## src/rtl/wb_port_arbiter_if.sv

```systemverilog
// Register-file write port bundle shared by the W-stage pipeline, the MDU result path,
// and the hazard-query lines. The arbiter attaches through the slave modport.
interface wb_port_arbiter_if;
    logic        RegWriteW;
    logic [4:0]  RdW;
    logic [31:0] ResultW;
    logic        MduValid;
    logic [4:0]  MduRd;
    logic [31:0] MduData;
    logic        MduReady;
    logic [4:0]  Rs1Q;
    logic [4:0]  Rs2Q;
    logic        PendHit1;
    logic        PendHit2;
    logic        RegWriteRF;
    logic [4:0]  RdRF;
    logic [31:0] WDataRF;
    logic [2:0]  BufCount;
    logic        StarveStall;

    modport master (
        output RegWriteW, RdW, ResultW, MduValid, MduRd, MduData, Rs1Q, Rs2Q,
        input  MduReady, PendHit1, PendHit2, RegWriteRF, RdRF, WDataRF, BufCount, StarveStall
    );

    modport slave (
        input  RegWriteW, RdW, ResultW, MduValid, MduRd, MduData, Rs1Q, Rs2Q,
        output MduReady, PendHit1, PendHit2, RegWriteRF, RdRF, WDataRF, BufCount, StarveStall
    );
endinterface

```

## src/rtl/wb_port_arbiter.sv

```systemverilog
// Shares the single register-file write port between the W stage and a multi-cycle unit.
// The pipeline always wins; MDU results bypass when idle or queue in a small FIFO otherwise.
module wb_port_arbiter #(
    parameter int DEPTH        = 2,
    parameter int STARVE_LIMIT = 4
) (
    input  logic         clk,
    input  logic         reset,
    wb_port_arbiter_if.slave bus
);

    localparam int             PW         = (DEPTH > 1) ? $clog2(DEPTH) : 1;
    localparam logic [2:0]     DEPTH_CNT  = 3'(DEPTH);
    localparam logic [2:0]     STARVE_AGE = 3'(STARVE_LIMIT);
    localparam logic [PW-1:0]  LAST_PTR   = PW'(DEPTH - 1);

    logic [4:0]       entryRd   [DEPTH];
    logic [31:0]      entryData [DEPTH];
    logic [DEPTH-1:0] entryValid;
    logic [PW-1:0]    headPtr;
    logic [PW-1:0]    tailPtr;
    logic [2:0]       count;
    logic [2:0]       age;

    logic             pipeLive;
    logic             mduReady;
    logic             accept;
    logic             mduLive;
    logic             bypass;
    logic             drain;
    logic             enqueue;
    logic [DEPTH-1:0] hit1Vec;
    logic [DEPTH-1:0] hit2Vec;

    function automatic logic [PW-1:0] nextPtr(input logic [PW-1:0] p);
        return (p == LAST_PTR) ? '0 : p + 1'b1;
    endfunction

    // Writes to x0 are architecturally void, so they never claim the port.
    always_comb begin
        pipeLive = bus.RegWriteW && (bus.RdW != 5'd0);
        mduReady = (count < DEPTH_CNT) && !reset;
        accept   = bus.MduValid && mduReady;
        mduLive  = accept && (bus.MduRd != 5'd0);
        drain    = !pipeLive && (count != 3'd0);
        bypass   = mduLive && !pipeLive && (count == 3'd0);
        enqueue  = mduLive && !bypass;
    end

    // Port ownership priority: live pipeline write, then the FIFO head, then a bypass.
    always_comb begin
        bus.RegWriteRF = 1'b0;
        bus.RdRF       = 5'd0;
        bus.WDataRF    = 32'd0;
        if (pipeLive) begin
            bus.RegWriteRF = 1'b1;
            bus.RdRF       = bus.RdW;
            bus.WDataRF    = bus.ResultW;
        end else if (drain) begin
            bus.RegWriteRF = 1'b1;
            bus.RdRF       = entryRd[headPtr];
            bus.WDataRF    = entryData[headPtr];
        end else if (bypass) begin
            bus.RegWriteRF = 1'b1;
            bus.RdRF       = bus.MduRd;
            bus.WDataRF    = bus.MduData;
        end
    end

    genvar gi;
    generate
        for (gi = 0; gi < DEPTH; gi++) begin : g_hit
            assign hit1Vec[gi] = entryValid[gi] && (entryRd[gi] == bus.Rs1Q);
            assign hit2Vec[gi] = entryValid[gi] && (entryRd[gi] == bus.Rs2Q);
        end
    endgenerate

    assign bus.PendHit1    = (bus.Rs1Q != 5'd0) && (|hit1Vec);
    assign bus.PendHit2    = (bus.Rs2Q != 5'd0) && (|hit2Vec);
    assign bus.MduReady    = mduReady;
    assign bus.BufCount    = count;
    assign bus.StarveStall = (age >= STARVE_AGE);

    // Drain and enqueue can only coincide when 0 < count < DEPTH, so head and tail never collide.
    always_ff @(posedge clk or posedge reset) begin
        if (reset) begin
            headPtr    <= '0;
            tailPtr    <= '0;
            count      <= 3'd0;
            age        <= 3'd0;
            entryValid <= '0;
        end else begin
            if (drain) begin
                entryValid[headPtr] <= 1'b0;
                headPtr             <= nextPtr(headPtr);
            end
            if (enqueue) begin
                entryValid[tailPtr] <= 1'b1;
                tailPtr             <= nextPtr(tailPtr);
            end
            case ({enqueue, drain})
                2'b10:   count <= count + 3'd1;
                2'b01:   count <= count - 3'd1;
                default: count <= count;
            endcase
            if (drain || (count == 3'd0)) begin
                age <= 3'd0;
            end else if (age != 3'd7) begin
                age <= age + 3'd1;
            end
        end
    end

    // Payload needs no reset: occupancy is tracked by entryValid and count.
    always_ff @(posedge clk) begin
        if (enqueue) begin
            entryRd[tailPtr]   <= bus.MduRd;
            entryData[tailPtr] <= bus.MduData;
        end
    end

endmodule

```

## src/flat_wrapper.sv

```systemverilog
// flat-port wrapper written by rule: the top's interface ports become plain ports
module wb_port_arbiter_flat 
#(
    parameter int DEPTH        = 2,
    parameter int STARVE_LIMIT = 4
)
  (clk, reset, bus_RegWriteW, bus_RdW, bus_ResultW, bus_MduValid, bus_MduRd, bus_MduData, bus_Rs1Q, bus_Rs2Q, bus_MduReady, bus_PendHit1, bus_PendHit2, bus_RegWriteRF, bus_RdRF, bus_WDataRF, bus_BufCount, bus_StarveStall);
  wb_port_arbiter_if bus_i ();
  input  logic clk;
  input  logic reset;
  input wire logic [$bits(bus_i.RegWriteW)-1:0] bus_RegWriteW;
  input wire logic [$bits(bus_i.RdW)-1:0] bus_RdW;
  input wire logic [$bits(bus_i.ResultW)-1:0] bus_ResultW;
  input wire logic [$bits(bus_i.MduValid)-1:0] bus_MduValid;
  input wire logic [$bits(bus_i.MduRd)-1:0] bus_MduRd;
  input wire logic [$bits(bus_i.MduData)-1:0] bus_MduData;
  input wire logic [$bits(bus_i.Rs1Q)-1:0] bus_Rs1Q;
  input wire logic [$bits(bus_i.Rs2Q)-1:0] bus_Rs2Q;
  output wire logic [$bits(bus_i.MduReady)-1:0] bus_MduReady;
  output wire logic [$bits(bus_i.PendHit1)-1:0] bus_PendHit1;
  output wire logic [$bits(bus_i.PendHit2)-1:0] bus_PendHit2;
  output wire logic [$bits(bus_i.RegWriteRF)-1:0] bus_RegWriteRF;
  output wire logic [$bits(bus_i.RdRF)-1:0] bus_RdRF;
  output wire logic [$bits(bus_i.WDataRF)-1:0] bus_WDataRF;
  output wire logic [$bits(bus_i.BufCount)-1:0] bus_BufCount;
  output wire logic [$bits(bus_i.StarveStall)-1:0] bus_StarveStall;
  assign bus_i.RegWriteW = bus_RegWriteW;
  assign bus_i.RdW = bus_RdW;
  assign bus_i.ResultW = bus_ResultW;
  assign bus_i.MduValid = bus_MduValid;
  assign bus_i.MduRd = bus_MduRd;
  assign bus_i.MduData = bus_MduData;
  assign bus_i.Rs1Q = bus_Rs1Q;
  assign bus_i.Rs2Q = bus_Rs2Q;
  assign bus_MduReady = bus_i.MduReady;
  assign bus_PendHit1 = bus_i.PendHit1;
  assign bus_PendHit2 = bus_i.PendHit2;
  assign bus_RegWriteRF = bus_i.RegWriteRF;
  assign bus_RdRF = bus_i.RdRF;
  assign bus_WDataRF = bus_i.WDataRF;
  assign bus_BufCount = bus_i.BufCount;
  assign bus_StarveStall = bus_i.StarveStall;
  wb_port_arbiter #(.DEPTH(DEPTH), .STARVE_LIMIT(STARVE_LIMIT)) u_core (.clk(clk), .reset(reset), .bus(bus_i));
endmodule
```

## config.mk

```make
export PLATFORM = sky130hd
export DESIGN_NAME = wb_port_arbiter_flat
export DESIGN_NICKNAME = d
export VERILOG_FILES = /design/src/rtl/wb_port_arbiter_if.sv /design/src/rtl/wb_port_arbiter.sv /design/src/flat_wrapper.sv
export SDC_FILE = /design/constraint.sdc
export NUM_CORES = 1
export LEC_CHECK = 0
export CORE_ASPECT_RATIO = 0.9
export CORE_MARGIN = 1
export CORE_UTILIZATION = 50
export CTS_BUF_LIST = sky130_fd_sc_hd__clkbuf_8 sky130_fd_sc_hd__clkbuf_16
export CTS_CLUSTER_DIAMETER = 150
export CTS_CLUSTER_SIZE = 30
export DETAILED_ROUTE_END_ITERATION = 12
export PLACE_DENSITY = 0.95
export SYNTH_ARGS = -nofsm -noshare
export SYNTH_HDL_FRONTEND = slang
export SYNTH_SLANG_ARGS = --single-unit
```

## constraint.sdc

```tcl
create_clock -name clk -period 9.06 [get_ports clk]
set_input_delay 1.359 -clock clk [delete_from_list [all_inputs] [get_ports clk]]
set_output_delay 1.359 -clock clk [all_outputs]
set_load 0.01 [all_outputs]
```

==> flow_summary.ini <==
[status]
status = finished clean

[global_routing]
antenna_found_initial = 0
grtUsageTotal_pct = 23.78
grt_pass1_wl_microns = 15680
overflow = 0
first_global_vias = 3161
grt_max_degree = 71

[detailed_routing]
vias = 3052
dr.first_iter.drc_count = 168
vias_per_cell = 5.869
drt_wl_total_microns = 9941
routedWlPerCell_microns = 19.12
first_pass_iters = 4
ant_nets = 0
drc = 0

[final_layout]
diodes = 0
postLayoutCoreUtil_pct = 73.33
fin_area_sq_um = 5670
area_delta_synth_final_pct = 38.51
nFillCells = 515
fin_nets = 512
drive_above_1_share_pct = 5.189

[sta]
fin_skew_ns = 0.008896
fmax_mhz = 185.2
finalSetupTns_ns = 0
worst_slew_pin_slew_ns = 1.151
layout_setup_ws_ns = 3.660
grt_setup_unrepaired = no
slew_headroom_pct = 23.30
drv_slew = 0
final.min_clock_period_ns = 5.400
final-hold-violation-count = 0
setup_viol = 0
post-route-period-util_pct = 59.61

[power_and_ir_drop]
p_int_mw = 0.8668
combPwrFrac_pct = 34.8
power_leakage_nw = 2.063
seqPwrFrac_pct = 43.3
peakVddDrop_mv = 0.1351
pwr-share-clk_pct = 21.9
swShare_pct = 31.03
power.density_nw_per_um2 = 221.6
p_sw_mw = 0.3900

[die]
die_area_sq_um = 8554
pin_count = 133
die_x_microns = 97.38
core_area_sq_um = 7732
die_h_microns = 87.85
num_rows = 30
initial_utilization_pct = 52.94

[synth]
seq_area_frac_synth_pct = 60.39
yosysTopAreaCellShare_pct = 54.28
yosysWarnings = 0
yosys.area.top_type = edfxtp_1
synth_common_cells = 74 x edfxtp_1, 40 x mux2i_1, 40 x nor3_1, 36 x a221o_1, 19 x xor2_1
async_reset_ff_share_pct = 11.90
ys.flop_type = edfxtp_1
synth-edff-count = 74
syn-num-nets = 388
synth_cell_types = 28
synth_area_sq_um = 4094
yosysMostFrequentCell = edfxtp_1
synth.area.top_cells = edfxtp_1 54%, mux2i_1 9.8%, a221o_1 8.8%
postSynthAreaPerCell_sq_um = 13.88
synthCells = 295
ys_ff_latch = 84

[clock_tree]
clkLatencyLatePin_ns = 0.35
clk_pin_slew_ns = 0.08
cts-htree-levels = 3
hold_buffers = 0
clock_sinks = 84
clockBufferDepth = 2
cts_resized = 0
cts_tree = built
cts-root-buf = clkbuf_8
numCtsBuffers = 9
cts_setup_buffers = 0

[worst_setup_path]
end_kind = output port
worst-r2r-cell-count = 9
crit_required_ns = 7.70
arrival_ns = 4.04
crit_path_start_kind = input pin
worstPathMaxFanout = 33
worst-setup-path-type = input pin to output port

[min_path]
hold_path_depth = 1
hold_class = register to register

[flow_run]
max-cap-violations = 0

[placement]
place.gp.congestion = 0.9436
place_ws_ns = 3.689
io_buffers = 132
hpwl_microns = 6843
dpl_cell_area_sq_um = 5466
==> worst paths after layout <==
check                                                     end  slack, ns                                from
setup / recovery                               bus_WDataRF[3]       3.66                          bus_RdW[1]
hold / removal                     u_core.tailPtr$_DFFE_PP0N_       0.58          u_core.tailPtr$_DFFE_PP0N_
setup reg to reg           u_core.bus.BufCount[2]$_DFFE_PP0P_       6.30  u_core.bus.BufCount[0]$_DFFE_PP0P_
hold reg to reg                    u_core.tailPtr$_DFFE_PP0N_       0.58          u_core.tailPtr$_DFFE_PP0N_
max in group asynchronous          u_core.headPtr$_DFFE_PP0N_       7.46                               reset
min in group asynchronous      u_core.entryValid[0]$_DFF_PP0_       1.32                               reset
==> flip-flops by register name, indices dropped and copies added (netlist names) <==
name,cells
u_core.headPtr,1
u_core.entryData,64
u_core.age,3
u_core.entryRd,10
u_core.tailPtr,1
u_core.entryValid,2
u_core.bus.BufCount,3
==> cell type report <==
| class | instances | area [sq um] | share of cell area [%] |
|---|---|---|---|
| clock buffers | 9 | 123.9 | 2.184 |
| clock inverters | 7 | 80.08 | 1.412 |
| inverters | 8 | 30.03 | 0.5296 |
| multi-input cells | 181 | 1499 | 26.43 |
| flip-flops and latches | 84 | 2474 | 43.62 |
| well taps | 96 | 120.1 | 2.118 |
| repair buffers | 135 | 1344 | 23.70 |
==> layout by cell type (no fill, tap or decap) <==
| master | count |
|---|---|
| a21o_1 | 1 |
| a21oi_1 | 2 |
| a221o_1 | 36 |
| buf_4 | 3 |
| bufinv_16 | 2 |
| clkbuf_8 | 9 |
| clkdlybuf4s50_1 | 132 |
| clkinv_2 | 1 |
| dfrtp_1 | 9 |
| dfrtp_2 | 1 |
| edfxtp_1 | 74 |
| fa_1 | 1 |
| ha_1 | 4 |
| inv_1 | 12 |
| mux2i_1 | 40 |
| nand3_1 | 5 |
| nor2_1 | 4 |
| nor2_4 | 2 |
| nor3_1 | 40 |
| nor3_4 | 2 |
| nor3b_1 | 1 |
| nor4_1 | 4 |
| o211ai_2 | 1 |
| o21a_2 | 1 |
| o21ai_0 | 1 |
| o21ai_1 | 3 |
| o22a_1 | 1 |
| o31ai_1 | 2 |
| or4_1 | 4 |
| xnor2_1 | 7 |
| xor2_1 | 19 |
==> power groups by stage <==
stage          Clock, mW  Sequential, mW  Combinational [mW]
3_3_place_gp           0           0.549               0.420
3_5_place_dp           0           0.553               0.437
6_report           0.275           0.545               0.437
2_1_floorplan          0           0.496               0.284
4_1_cts            0.277           0.544               0.440
5_1_grt            0.297           0.551               0.472
==> cell families after synthesis <==
logic type / Yosys count / synth area share (%)
AOI/OAI and AO/OA: 48 / 10.79
xor gates and xnor gates: 26 / 5.562
adders and majority gates: 5 / 1.712
buffers and inverters: 30 / 3.545
DFF: 84 / 60.39
muxes: 40 / 9.780
and+or+nand+nor: 62 / 8.221
==> through the flow <==
stage | std cells | hold WS (ns) | power (mW)
3_3_place_gp | 504 | 0.5518 | 0.9691
4_1_cts | 520 | 0.5802 | 1.261
2_1_floorplan | 295 | 0.4880 | 0.7801
5_1_grt | 520 | 0.6045 | 1.319
3_5_place_dp | 504 | 0.5648 | 0.9903
6_report | 520 | 0.5760 | 1.257
==> critical path, stage by stage <==
cell and delay [ns]:
clkdlybuf4s50_1 0.46, or4_1 0.55, o21a_2 0.24, nor3_4 0.24, buf_4 0.40, a221o_1 0.23
clkdlybuf4s50_1 0.55
==> per-layer routing <==
metal / up-vias / global-route usage [%] / wire [microns]
li1: 1421 / - / -
met1: 1509 / 29.13 / 4110
met2: 110 / 42.28 / 5153
met3: 12 / 5.826 / 561
met4: 0 / 7.219 / 116
met5: - / 0 / 0
Power figures use the tool's default switching activity.
